### src/rtl/bus_demux_3ch_if.sv
// Bus-side signal bundle for the 3-channel demultiplexer.
// The master side is the bus source plus the three consumers; the slave side is the demux.
interface bus_demux_3ch_if #(
  parameter int unsigned word_size = 16,
  parameter int unsigned sel_size  = 2
);

  logic [word_size-1:0] data_in;
  logic [sel_size-1:0]  sel;
  logic                 in_valid;
  logic                 in_ready;

  logic [word_size-1:0] data_a;
  logic [word_size-1:0] data_b;
  logic [word_size-1:0] data_c;
  logic                 valid_a;
  logic                 valid_b;
  logic                 valid_c;
  logic                 ack_a;
  logic                 ack_b;
  logic                 ack_c;

  logic                 sel_err;

  modport master (
    output data_in, sel, in_valid, ack_a, ack_b, ack_c,
    input  in_ready, data_a, data_b, data_c, valid_a, valid_b, valid_c, sel_err
  );

  modport slave (
    input  data_in, sel, in_valid, ack_a, ack_b, ack_c,
    output in_ready, data_a, data_b, data_c, valid_a, valid_b, valid_c, sel_err
  );

endinterface

### src/rtl/bus_demux_3ch.sv
// Registered 1-to-3 bus demultiplexer. Each destination owns a one-entry holding
// register with valid/ack, so a stalled consumer back-pressures the bus source.
// Channel index: 0 = a (ALU operand), 1 = b (memory write-data), 2 = c (bus_1 side).
module bus_demux_3ch #(
  parameter int unsigned word_size = 16,
  parameter int unsigned sel_size  = 2
) (
  input  logic             clk,
  input  logic             rst,
  bus_demux_3ch_if.slave   bus
);

  localparam int unsigned num_ch = 3;

  logic [word_size-1:0] data_q [num_ch];
  logic [word_size-1:0] data_d [num_ch];
  logic [num_ch-1:0]    valid_q;
  logic [num_ch-1:0]    valid_d;
  logic                 sel_err_q;
  logic                 sel_err_d;

  logic [num_ch-1:0]    sel_hit;
  logic [num_ch-1:0]    ack_vec;
  logic [num_ch-1:0]    load;
  logic                 in_ready_c;

  // Decode destination, derive ready (independent of in_valid) and next state
  always_comb begin
    sel_hit    = '0;
    ack_vec    = {bus.ack_c, bus.ack_b, bus.ack_a};
    in_ready_c = 1'b0;
    load       = '0;
    valid_d    = valid_q;
    sel_err_d  = sel_err_q;
    for (int unsigned i = 0; i < num_ch; i++) begin
      data_d[i] = data_q[i];
    end

    case (bus.sel)
      sel_size'(0): sel_hit = 3'b001;
      sel_size'(1): sel_hit = 3'b010;
      sel_size'(2): sel_hit = 3'b100;
      default:      sel_hit = 3'b000;
    endcase

    // A slot is free when empty or being drained this same cycle
    in_ready_c = rst & (|(sel_hit & (~valid_q | ack_vec)));

    if (bus.in_valid && in_ready_c) begin
      load = sel_hit;
    end

    // Load wins over consume, keeping valid high for full per-channel throughput
    valid_d = load | (valid_q & ~ack_vec);

    for (int unsigned i = 0; i < num_ch; i++) begin
      if (load[i]) begin
        data_d[i] = bus.data_in;
      end
    end

    if (bus.in_valid && (sel_hit == '0)) begin
      sel_err_d = 1'b1;
    end
  end

  // Holding registers and sticky error flag; reset discards all held words
  always_ff @(posedge clk or negedge rst) begin
    if (!rst) begin
      valid_q   <= '0;
      sel_err_q <= 1'b0;
      for (int unsigned i = 0; i < num_ch; i++) begin
        data_q[i] <= '0;
      end
    end else begin
      valid_q   <= valid_d;
      sel_err_q <= sel_err_d;
      for (int unsigned i = 0; i < num_ch; i++) begin
        data_q[i] <= data_d[i];
      end
    end
  end

  assign bus.in_ready = in_ready_c;
  assign bus.data_a   = data_q[0];
  assign bus.data_b   = data_q[1];
  assign bus.data_c   = data_q[2];
  assign bus.valid_a  = valid_q[0];
  assign bus.valid_b  = valid_q[1];
  assign bus.valid_c  = valid_q[2];
  assign bus.sel_err  = sel_err_q;

endmodule

### src/flat_wrapper.sv
// flat-port wrapper written by rule: the top's interface ports become plain ports
module bus_demux_3ch_flat 
#(
  parameter int unsigned word_size = 16,
  parameter int unsigned sel_size  = 2
)
  (clk, rst, bus_data_in, bus_sel, bus_in_valid, bus_ack_a, bus_ack_b, bus_ack_c, bus_in_ready, bus_data_a, bus_data_b, bus_data_c, bus_valid_a, bus_valid_b, bus_valid_c, bus_sel_err);
  bus_demux_3ch_if #(.word_size(word_size), .sel_size(sel_size)) bus_i ();
  input  logic clk;
  input  logic rst;
  input wire logic [$bits(bus_i.data_in)-1:0] bus_data_in;
  input wire logic [$bits(bus_i.sel)-1:0] bus_sel;
  input wire logic [$bits(bus_i.in_valid)-1:0] bus_in_valid;
  input wire logic [$bits(bus_i.ack_a)-1:0] bus_ack_a;
  input wire logic [$bits(bus_i.ack_b)-1:0] bus_ack_b;
  input wire logic [$bits(bus_i.ack_c)-1:0] bus_ack_c;
  output wire logic [$bits(bus_i.in_ready)-1:0] bus_in_ready;
  output wire logic [$bits(bus_i.data_a)-1:0] bus_data_a;
  output wire logic [$bits(bus_i.data_b)-1:0] bus_data_b;
  output wire logic [$bits(bus_i.data_c)-1:0] bus_data_c;
  output wire logic [$bits(bus_i.valid_a)-1:0] bus_valid_a;
  output wire logic [$bits(bus_i.valid_b)-1:0] bus_valid_b;
  output wire logic [$bits(bus_i.valid_c)-1:0] bus_valid_c;
  output wire logic [$bits(bus_i.sel_err)-1:0] bus_sel_err;
  assign bus_i.data_in = bus_data_in;
  assign bus_i.sel = bus_sel;
  assign bus_i.in_valid = bus_in_valid;
  assign bus_i.ack_a = bus_ack_a;
  assign bus_i.ack_b = bus_ack_b;
  assign bus_i.ack_c = bus_ack_c;
  assign bus_in_ready = bus_i.in_ready;
  assign bus_data_a = bus_i.data_a;
  assign bus_data_b = bus_i.data_b;
  assign bus_data_c = bus_i.data_c;
  assign bus_valid_a = bus_i.valid_a;
  assign bus_valid_b = bus_i.valid_b;
  assign bus_valid_c = bus_i.valid_c;
  assign bus_sel_err = bus_i.sel_err;
  bus_demux_3ch #(.word_size(word_size), .sel_size(sel_size)) u_core (.clk(clk), .rst(rst), .bus(bus_i));
endmodule
### config.mk
export PLATFORM = sky130hd
export DESIGN_NAME = bus_demux_3ch_flat
export DESIGN_NICKNAME = d
export VERILOG_FILES = /design/src/rtl/bus_demux_3ch_if.sv /design/src/rtl/bus_demux_3ch.sv /design/src/flat_wrapper.sv
export SDC_FILE = /design/constraint.sdc
export NUM_CORES = 1
export LEC_CHECK = 0
export ABC_AREA = 1
export BUFFER_PORTS_ARGS = -buffer_cell sky130_fd_sc_hd__buf_2
export CAP_MARGIN = 20
export CORE_MARGIN = 2
export CORE_UTILIZATION = 40
export DETAILED_ROUTE_END_ITERATION = 16
export HOLD_SLACK_MARGIN = 0.06
export PLACE_DENSITY = 0.73
export SLEW_MARGIN = 10
export SYNTH_ARGS = -nofsm -noshare
export SYNTH_HDL_FRONTEND = slang
export SYNTH_SLANG_ARGS = --single-unit
export TNS_END_PERCENT = 20
### constraint.sdc
create_clock -name clk -period 1.4 [get_ports clk]
set_input_delay 0.07 -clock clk [delete_from_list [all_inputs] [get_ports clk]]
set_output_delay 0.07 -clock clk [all_outputs]
set_load 0.01 [all_outputs]
Word level (Yosys, flattened, before mapping)
Cells that the tools add are included.
W data, S select, Z words.
{ "classes": {"bitwise": 7, "n_eq_ne": 2, "n_reduce_logical": 5, "n_mux": 2} }
{ "ops": {"columns": ["cell", "count"], "rows": [
  ["$pmux W3 S3", 1],
  ["$and A3 B3 Y3", 2],
  ["$not A3 Y3", 2],
  ["$or A3 B3 Y3", 2],
  ["$logic_not A3 Y1", 1],
  ["$mux W3", 1],
  ["$reduce_or A3 Y1", 1],
  ["$eq A2 B1 Y1 const B", 1],
  ["$eq A2 B2 Y1 const B", 1],
  ["$logic_and A1 B1 Y1", 2],
  ["$logic_not A2 Y1", 1],
  ["$and A1 B1 Y1", 1]
]} }
{ "totals": {"inputBits": 24, "out_inout_bits": 53, "register_bits": 52} }

Longest topological paths before layout
Gate-level depths: netlist (run 1).
{ "logic_depth": {"word_depth": 8, "depth_mapped": 9, "ltp_nobuf": 8} }

Least setup slack after synthesis (run 1)
OpenSTA, ideal clock, no wires.
{ "synth_timing": {"path_kind": "reg2reg", "startpoint": "register u_core.valid_q[0]", "endpoint": "register u_core.data_q, in the netlist u_core.bus.data_a[10]", "n_path_buf": 1, "path_stages_with_launch": 8, "setup_slack_ps": 129, "arrival_time_ps": 1154, "setup_ps": 116, "cell_sequence": "dfrtp_1 nand2_1 nand2_1 nand3_4 nand4_2 buf_2 nand2_1 nand2_1"} }
{ "synth_via": {"elab_chain_len": 7} }
{ "synth_lines": {"columns": ["item", "line", "source"], "rows": [
  ["from (decl)", "bus_demux_3ch.sv:17", "logic [num_ch-1:0] valid_q;"],
  ["from (signal assigned)", "bus_demux_3ch.sv:76", "valid_q <= valid_d;"],
  ["$not A3 Y3", "bus_demux_3ch.sv:47", "in_ready_c = rst & (|(sel_hit & (~valid_q | ack_vec)));"],
  ["$or A3 B3 Y3", "bus_demux_3ch.sv:47", null],
  ["$and A3 B3 Y3", "bus_demux_3ch.sv:47", null],
  ["$reduce_or A3 Y1", "bus_demux_3ch.sv:47", null],
  ["$and A1 B1 Y1", "bus_demux_3ch.sv:47", null],
  ["$logic_and A1 B1 Y1", "bus_demux_3ch.sv:49", "if (bus.in_valid && in_ready_c) begin"],
  ["$mux W3", "bus_demux_3ch.sv:49", null],
  ["to (signal, indexed assignment)", "bus_demux_3ch.sv:79", "data_q[i] <= data_d[i];"],
  ["to (decl)", "bus_demux_3ch.sv:15", "logic [word_size-1:0] data_q [num_ch];"]
]} }
No other way between the ends.
A chain may end at the register's enable or synchronous reset.

Worst setup path in the final report (run 1)
{ "layout_timing": {"startpoint": "input port bus_ack_b", "endpoint": "output port bus_in_ready"} }
{ "layout_via": {"elab_chain_len": 4} }
{ "layout_lines": {"columns": ["item", "line", "source"], "rows": [
  ["from (decl)", "flat_wrapper.sv:15", "input wire logic [$bits(bus_i.ack_b)-1:0] bus_ack_b;"],
  ["$or A3 B3 Y3", "bus_demux_3ch.sv:47", null],
  ["$and A3 B3 Y3", "bus_demux_3ch.sv:47", null],
  ["$reduce_or A3 Y1", "bus_demux_3ch.sv:47", null],
  ["$and A1 B1 Y1", "bus_demux_3ch.sv:47", null],
  ["to (decl)", "flat_wrapper.sv:17", "output wire logic [$bits(bus_i.in_ready)-1:0] bus_in_ready;"]
]} }
No other way between the ends.

==> flow_metrics.env, run 1 <==
export IMPL_pin_count=77
export IMPL_synth_seq_cells=52
export IMPL_drc=0
export IMPL_synth_compound_area_share_pct=0.415
export IMPL_cts_tree="done"
export IMPL_die_area_um2=5870
export IMPL_die_w_um=76.6
export IMPL_initial_core_util_pct=41.3
export IMPL_port_buffers=76
export IMPL_powerDensity_nw_per_um2=1380
export IMPL_area_growth_pct=40.0
export IMPL_clk_pin_slew_worst_paths_ps=90
export IMPL_ys_types=13
export IMPL_yosys_area_top_type="dfrtp_1"
export IMPL_synth_top_family_by_area="simple AND/OR/NAND/NOR gates"
export IMPL_slew_headroom_pct=57.9
export IMPL_layout_drive_gt1_share_pct=32.4
export IMPL_syn_avg_cell_area_um2=9.02
export IMPL_hp_class="in2async"
export IMPL_drt_pass1_iterations=4
export IMPL_root_buffer="clkbuf_8"
export IMPL_max_freq_mhz=742
export IMPL_p_total_w=0.00408
export IMPL_path_class="in2out"
export IMPL_tightest_slew_ps=631
export IMPL_clock_skew_final_ps=5.36
export IMPL_n_antenna_cell=0
export IMPL_p_leak_nw=1.72
export IMPL_slew_viol_final=0
export IMPL_htree_levels=2
export IMPL_arrival_ps=1280
export IMPL_synth_async_reset_ratio_pct=100
export IMPL_end_kind="output pin"
export IMPL_rows=26
export IMPL_syn_inst=234
export IMPL_drt_iter0_drc=120
export IMPL_synthAdderAreaFrac_pct=0
export IMPL_synth_common_cells="nand2_1 (153), dfrtp_1 (52), inv_1 (8), nor2_4 (5)"
export IMPL_final_antenna_net_count=0
export IMPL_die_h_um=76.6
export IMPL_hold_viol=0
export IMPL_yosysMostFrequentCell="nand2_1"
export IMPL_startpoint_type="primary input"
export IMPL_rsz0062_at_grt="true"
export IMPL_dpl_worst_slack_ps=14.9
export IMPL_synthSimpleGateAreaFrac_pct=33.8
export IMPL_synth_warnings=0
export IMPL_clock_sinks=52
export IMPL_cp_max_fo=5
export IMPL_yosysTopAreaCellShare_pct=61.6
export IMPL_insertion_delay_ps=290
export IMPL_ys_flop_type="dfrtp_1"
export IMPL_nFillCells=464
export IMPL_core_um2=5110
export IMPL_cts_inserted_buffers=5
export IMPL_fin_setup_tns_ps=0
export IMPL_synth_edf_count=0
export IMPL_grt_pass1_vias=1759
export IMPL_syn_area_um2=2110
export IMPL_fin_crit_sh_pct=96.3
export IMPL_grt_pass1_wl_um=8530
export IMPL_grt_total_usage_pct=18.3
export IMPL_grt_max_degree=53
export IMPL_grt_antenna_before_repair=0
export IMPL_fin_ws_ps=51.9
export IMPL_nets=366
export IMPL_synthXorXnorAreaFrac_pct=0
export IMPL_drt_wl_total_um=5160
export IMPL_place_congestion=0.828
export IMPL_synthMuxAreaShare_pct=0
export IMPL_maxCapViolations=0
export IMPL_setup_violations=0
export IMPL_cp_required_ps=1330
export IMPL_vias=1835
export IMPL_wl_per_cell_um=12.5
export IMPL_status="complete, no violations"
export IMPL_syn_num_nets=258
export IMPL_drt_vias_per_instance=4.44
export IMPL_grt_remaining_overflow=0
export IMPL_layout_min_cycle_time_ps=1350
export IMPL_hpwl_um=3560
export IMPL_clock_path_buffers=2
export IMPL_ir_drop_uv=721
export IMPL_synth_seq_area_share_pct=61.6
export IMPL_synthTopCellsByArea="dfrtp_1 (62%), nand2_1 (27%), nor2_4 (2.7%)"
power by group:
group | switching (W) | total [W] | internal (W)
registers | 0.000174 | 0.00199 | 0.00182
logic | 0.000557 | 0.000993 | 0.000437
clock network | 0.000464 | 0.00109 | 0.000631
total | 0.00119 | 0.00408 | 0.00289
cell type report:
class	instances	area, um2	share of cell area, %
sequential	52	1300	44.0
multi-input combinational	166	724	24.5
timing repair buffer	108	681	23.0
clock buffer	7	96.3	3.26
tap	70	87.6	2.96
inverter	9	33.8	1.14
clock inverter	1	30.0	1.02
final timing paths:
check / endpoint / slack (ps) / start / depth (start not counted)
max: bus_in_ready / 50 / bus_ack_b / 9
min: u_core.bus.data_c[12] / 50 / rst / 2
max reg2reg: u_core.bus.data_b[8] / 60 / u_core.valid_q[0] / 8
min reg2reg: u_core.bus.sel_err / 470 / u_core.bus.sel_err / 1
max in group asynchronous: u_core.bus.data_a[4] / 930 / rst / 2
min in group clk: u_core.bus.sel_err / 100 / bus_sel[1] / 2
kinds of logic (layout without fill, tap and decap cells):
kind of cell           count (synthesis)  count (layout)
buffers and inverters                 16             125
AOI/OAI and AO/OA                      1               1
and+or+nand+nor                      165             165
DFF                                   52              52
through the flow:
step / hold WS, ps / area [um2] / utilization, % / std cells
2_1_floorplan: -226 / 2110 / - / 234
3_3_place_gp: 299 / 2620 / 51.2 / 385
3_5_place_dp: 303 / 2620 / 51.2 / 385
4_1_cts: 63.4 / 2930 / 57.4 / 412
5_1_grt: 91.1 / 2950 / 57.8 / 413
6_report: 46.2 / 2950 / 57.8 / 413
per-layer routing:
| metal | vias to the layer above | global-route usage, % | wire length, um |
|---|---|---|---|
| met5 | - | 0 | 0 |
| met4 | 0 | 5.64 | 73 |
| met3 | 7 | 3.44 | 357 |
| met2 | 74 | 30.3 | 2490 |
| met1 | 837 | 24.4 | 2230 |
| li1 | 917 | - | - |
sequential cells by signal, summed over array words and instances (netlist names):
name / count
u_core.bus.sel_err: 1
u_core.valid_q: 3
u_core.bus.data_a: 16
u_core.bus.data_b: 16
u_core.bus.data_c: 16
critical path: stages:
cell	delay, ps
dlygate4sd3_1	530
buf_2	120
inv_1	40
nand2_1	70
nand2_2	80
nand3_4	110
nand2_1	90
inv_1	40
buf_2	120
cell usage in the layout (no fill, tap or decap):
master	n
nand2_1	152
dfrtp_1	52
dlygate4sd3_1	19
nor2_4	5
bufinv_16	1
nand2_2	2
a31o_2	1
inv_1	8
buf_2	76
buf_4	12
buf_12	1
nand4_2	3
clkbuf_8	7
inv_2	1
nand3_4	2
nor2_1	1
repair_timing:
item                                    in CTS  in global routing
buffers inserted                             0                  1
hold buffers                                19                  0
hold endpoints to repair                    51                  0
resized for setup                            0                  1
endpoints found under the setup margin       0                 34
Note: power is estimated with default switching activity, not from simulation.
==> run 2: changes to the inputs <==
--- a/config.mk
+++ b/config.mk
@@ -8,11 +8,10 @@
 export ABC_AREA = 1
 export BUFFER_PORTS_ARGS = -buffer_cell sky130_fd_sc_hd__buf_2
 export CAP_MARGIN = 20
-export CORE_MARGIN = 2
-export CORE_UTILIZATION = 40
+export CORE_UTILIZATION = 48
 export DETAILED_ROUTE_END_ITERATION = 16
 export HOLD_SLACK_MARGIN = 0.06
-export PLACE_DENSITY = 0.73
+export PLACE_DENSITY = 0.84
 export SLEW_MARGIN = 10
 export SYNTH_ARGS = -nofsm -noshare
 export SYNTH_HDL_FRONTEND = slang
==> run 2 against run 1 <==
Effect of this change:
- global-route usage up 6.9 points
- clock-buffer cell count down 2
- combinational power about the same
==> flow_metrics.env, run 2 (same netlist as run 1, synthesis figures left out) <==
export IMPL_status="complete, no violations"
export IMPL_hold_viol=0
export IMPL_drt_wl_total_um=5460
export IMPL_cp_max_fo=5
export IMPL_grt_antenna_before_repair=0
export IMPL_drc=0
export IMPL_rows=23
export IMPL_drt_vias_per_instance=4.81
export IMPL_slew_viol_final=0
export IMPL_final_antenna_net_count=0
export IMPL_clock_sinks=52
export IMPL_root_buffer="clkbuf_8"
export IMPL_die_w_um=68.3
export IMPL_path_class="in2out"
export IMPL_slew_headroom_pct=50.5
export IMPL_initial_core_util_pct=51.3
export IMPL_max_freq_mhz=740
export IMPL_max_stage_delay_ps=530
export IMPL_critPathSlowestCell="dlygate4sd3_1"
export IMPL_port_buffers=76
export IMPL_whs_ps=93.5
export IMPL_core_um2=4120
export IMPL_layout_commonest_cell="nand2_1"
export IMPL_htree_levels=2
export IMPL_ir_drop_uv=759
export IMPL_area_growth_pct=42.3
export IMPL_insertion_delay_ps=300
export IMPL_setup_violations=0
export IMPL_vias=1918
export IMPL_cp_required_ps=1330
export IMPL_critPathMostFrequentCell="nand2_2"
export IMPL_grt_pass1_vias=1813
export IMPL_hp_class="in2reg"
export IMPL_n_antenna_cell=0
export IMPL_clk_pin_slew_worst_paths_ps=80
export IMPL_rsz0062_at_grt="true"
export IMPL_wl_per_cell_um=13.7
export IMPL_fin_crit_sh_pct=96.5
export IMPL_grt_total_usage_pct=25.2
export IMPL_clock_path_buffers=2
export IMPL_die_area_um2=4670
export IMPL_hpwl_um=3590
export IMPL_place_congestion=0.780
export IMPL_nets=374
export IMPL_layout_min_cycle_time_ps=1350
export IMPL_critical_path_cell_chain="dlygate4sd3_1 -> buf_2 -> inv_2 -> nand2_2 -> nand2_2 -> nand3_4 -> nand2_2 -> inv_1 -> buf_2"
export IMPL_grt_max_degree=23
export IMPL_tightest_slew_ps=741
export IMPL_cts_tree="done"
export IMPL_clock_skew_final_ps=4.13
export IMPL_pin_count=77
export IMPL_arrival_ps=1280
export IMPL_end_kind="output pin"
export IMPL_fin_util_pct=73.0
export IMPL_die_h_um=68.3
export IMPL_maxCapViolations=0
export IMPL_drt_iter0_drc=134
export IMPL_final_cell_mix="nand2_1 (145), buf_2 (75), dfrtp_1 (52), dlygate4sd3_1 (22), buf_4 (14)"
export IMPL_cts_inserted_buffers=5
export IMPL_drt_pass1_iterations=4
export IMPL_layout_drive_gt1_share_pct=35.2
export IMPL_p_leak_nw=1.75
export IMPL_grt_pass1_wl_um=8380
export IMPL_powerDensity_nw_per_um2=1320
export IMPL_grt_remaining_overflow=0
export IMPL_startpoint_type="primary input"
[run 2: worst paths after layout]
check,slack [ps],endpoint,start,depth (start not counted)
max reg2reg,90,u_core.bus.data_a[3],u_core.valid_q[0],8
max,50,bus_in_ready,bus_ack_b,9
min,90,u_core.bus.sel_err,bus_sel[0],2
min reg2reg,470,u_core.bus.sel_err,u_core.bus.sel_err,1
max in group asynchronous,260,u_core.bus.data_c[7],rst,3
min in group asynchronous,520,u_core.bus.data_b[15],rst,3
[run 2: metal layers]
metal	wire length, um	global-route usage (%)	vias to the layer above
li1	-	-	931
met1	2160	29.5	902
met2	2840	43.4	74
met3	352	4.83	11
met4	109	13.0	0
met5	0	0	-
[run 2: repair_timing]
item | in CTS | in global routing
setup endpoints to repair | 25 | 46
pin swaps | 2 | 9
gates resized for setup | 0 | 14
hold buffers | 22 | 0
hold endpoints to repair | 103 | 0
setup buffers | 6 | 1
[run 2: area by class of cell]
type / count / area, um2
fillers: 313 / 1110
inverters: 9 / 33.8
flip-flops and latches: 52 / 1300
clock inverters: 1 / 30.0
multi-input cells: 166 / 742
clock buffers: 5 / 68.8
repair buffers: 116 / 766
well taps: 50 / 62.6
[run 2: through the flow]
stage	instance area (um2)	TNS, ps	worst slack, ps	instances	total power, W
2_1_floorplan	2110	0	129	234	0.00247
3_3_place_gp	2590	0	35.1	365	0.00294
3_5_place_dp	2590	-72.7	-25.4	365	0.00298
4_1_cts	2970	0	12.4	399	0.00400
5_1_grt	3000	-17.7	-10.3	399	0.00422
6_report	3000	0	48.9	399	0.00398
[run 2: critical path, delay by kind of cell]
family                 cells  cell delay, ps
AND/OR/NAND/NOR            4             360
buffers and inverters      5             850
[run 2: power breakdown]
group	internal, W	switching (W)	total, W	leakage [nW]
Sequential	0.00182	0.000172	0.00199	0.658
Combinational	0.000452	0.000571	0.00102	1.04
Clock	0.000513	0.000451	0.000965	0.0501
Total	0.00278	0.00119	0.00398	1.75
==> run 3: changes to the inputs <==
--- a/config.mk
+++ b/config.mk
@@ -8,7 +8,10 @@
 export ABC_AREA = 1
 export BUFFER_PORTS_ARGS = -buffer_cell sky130_fd_sc_hd__buf_2
 export CAP_MARGIN = 20
-export CORE_UTILIZATION = 48
+export CELL_PAD_IN_SITES_DETAIL_PLACEMENT = 1
+export CELL_PAD_IN_SITES_GLOBAL_PLACEMENT = 1
+export CORE_ASPECT_RATIO = 1.2
+export CORE_UTILIZATION = 35
 export DETAILED_ROUTE_END_ITERATION = 16
 export HOLD_SLACK_MARGIN = 0.06
 export PLACE_DENSITY = 0.84
==> run 3 against run 2 <==
Effect of this change:
- via count rose by 4.0%
- die area grew 36%
- combinational power barely moved
- sequential cell count did not move
- first-iteration DRC count shrank 59%
- highest routed layer unchanged
- design area rose by 0.17%
- power fell by 1.4%
- core utilization down 21 points
- hold slack got worse by 7.6 ps
==> flow_metrics.env, run 3 (same netlist as run 1, synthesis figures left out) <==
export IMPL_status="complete, no violations"
export IMPL_clock_sinks=52
export IMPL_grt_pass1_wl_um=10600
export IMPL_fin_ws_ps=14.0
export IMPL_ir_drop_uv=755
export IMPL_clock_path_buffers=2
export IMPL_max_freq_mhz=722
export IMPL_fin_util_pct=52.4
export IMPL_die_area_um2=6350
export IMPL_hold_viol=0
export IMPL_die_h_um=87.1
export IMPL_nets=369
export IMPL_fin_setup_tns_ps=0
export IMPL_drt_iter0_drc=55
export IMPL_dpl_worst_slack_ps=89.6
export IMPL_use_met1_pct=27.5
export IMPL_placedCellCount=397
export IMPL_cp_max_fo=8
export IMPL_htree_levels=2
export IMPL_drt_wl_total_um=6660
export IMPL_max_stage_delay_ps=430
export IMPL_root_buffer="clkbuf_8"
export IMPL_end_kind="flop"
export IMPL_place_congestion=0.718
export IMPL_use_met2_pct=39.5
export IMPL_critPathSlowestCell="dfrtp_1"
export IMPL_layout_min_cycle_time_ps=1390
export IMPL_layout_drive_gt1_share_pct=36.1
export IMPL_drt_vias_per_instance=4.68
export IMPL_grt_max_degree=50
export IMPL_clock_skew_final_ps=3.94
export IMPL_critical_path_cell_chain="nand2_2 -> nand2_2 -> nand3_4 -> nand3_4 -> nor2_4 -> buf_6 -> nand2_1 -> nand2_1"
export IMPL_grt_total_usage_pct=22.3
export IMPL_hp_class="in2reg"
export IMPL_arrival_ps=1630
export IMPL_wl_per_cell_um=15.6
export IMPL_cts_inserted_buffers=5
export IMPL_pin_count=77
export IMPL_grt_antenna_before_repair=0
export IMPL_initial_core_util_pct=36.8
export IMPL_die_w_um=72.9
export IMPL_busiest_layer="met2"
export IMPL_fin_crit_sh_pct=99.0
export IMPL_rsz0062_at_grt="true"
export IMPL_clk_pin_slew_worst_paths_ps=100
export IMPL_p_leak_nw=1.72
export IMPL_startpoint_type="flop"
export IMPL_rows=30
export IMPL_met3_usage_pct=4.40
export IMPL_grt_remaining_overflow=0
export IMPL_core_um2=5740
export IMPL_cts_tree="done"
export IMPL_powerDensity_nw_per_um2=1300
export IMPL_fin_cells=426
export IMPL_insertion_delay_ps=300
export IMPL_area_growth_pct=42.6
export IMPL_tightest_slew_ps=620
export IMPL_final_antenna_net_count=0
export IMPL_p_total_w=0.00392
export IMPL_vias=1995
export IMPL_cp_required_ps=1640
export IMPL_slew_viol_final=0
export IMPL_drt_pass1_iterations=4
export IMPL_hpwl_um=4390
export IMPL_setup_violations=0
export IMPL_layout_commonest_cell="nand2_1"
export IMPL_grt_pass1_vias=2066
export IMPL_n_antenna_cell=0
export IMPL_path_class="reg2reg"
export IMPL_drc=0
export IMPL_maxCapViolations=0
export IMPL_final_cell_mix="nand2_1 (140), buf_2 (74), dfrtp_1 (52), dlygate4sd3_1 (20), nand2_2 (14)"
export IMPL_slew_headroom_pct=58.6
export IMPL_port_buffers=76
## run 3: layout make-up
type / count / area [um2]
fill: 702 / 2730
multi-input combinational: 166 / 754
timing repair buffer: 111 / 734
tap: 80 / 100
clock buffer: 7 / 76.3
clock inverter: 1 / 8.76
inverter: 9 / 33.8
sequential: 52 / 1300
## run 3: power by group
group / leakage [nW] / internal (W) / total, W / switching, W
clock network: 0.0424 / 0.000359 / 0.000866 / 0.000507
registers: 0.658 / 0.00182 / 0.00200 / 0.000186
logic: 1.02 / 0.000448 / 0.00105 / 0.000604
## run 3: repair_timing
action,CTS,global route
endpoints found under the setup margin,0,43
hold buffers,20,0
buffers inserted,0,2
endpoints found under the hold margin,54,0
resized for setup,0,18
## run 3: worst paths after layout
check / from / to / slack, ps / cells after the start
worst min-delay path: bus_sel[0] / u_core.bus.sel_err / 90 / 2
worst max-delay path: u_core.valid_q[2] / u_core.bus.data_c[15] / 10 / 8
max in group asynchronous: rst / u_core.bus.data_c[9] / 320 / 3
worst min register to register: u_core.bus.data_c[6] / u_core.bus.data_c[6] / 480 / 2
worst max register to register: u_core.valid_q[2] / u_core.bus.data_c[15] / 10 / 8
min in group asynchronous: rst / u_core.valid_q[2] / 190 / 2
## run 3: metrics by stage
| step | cell area [um2] | hold WS [ps] |
|---|---|---|
| finish | 3010 | 85.9 |
| floorplan | 2110 | -226 |
| CTS | 2950 | 89.8 |
| global route | 3010 | 81.0 |
| detailed placement | 2670 | -49.0 |
| global placement | 2670 | -51.5 |
## run 3: worst max-delay path: cells and delay by family, from the launching register on
kind          cells  cell delay [ps]
simple gates      7              730
flops             1              430
buf+inv           1              160
## run 3: routing by layer
layer,vias to the layer above,wire length (um)
li1,923,-
met1,1007,2800
met2,57,3490
met3,8,283
met4,0,85
met5,-,0
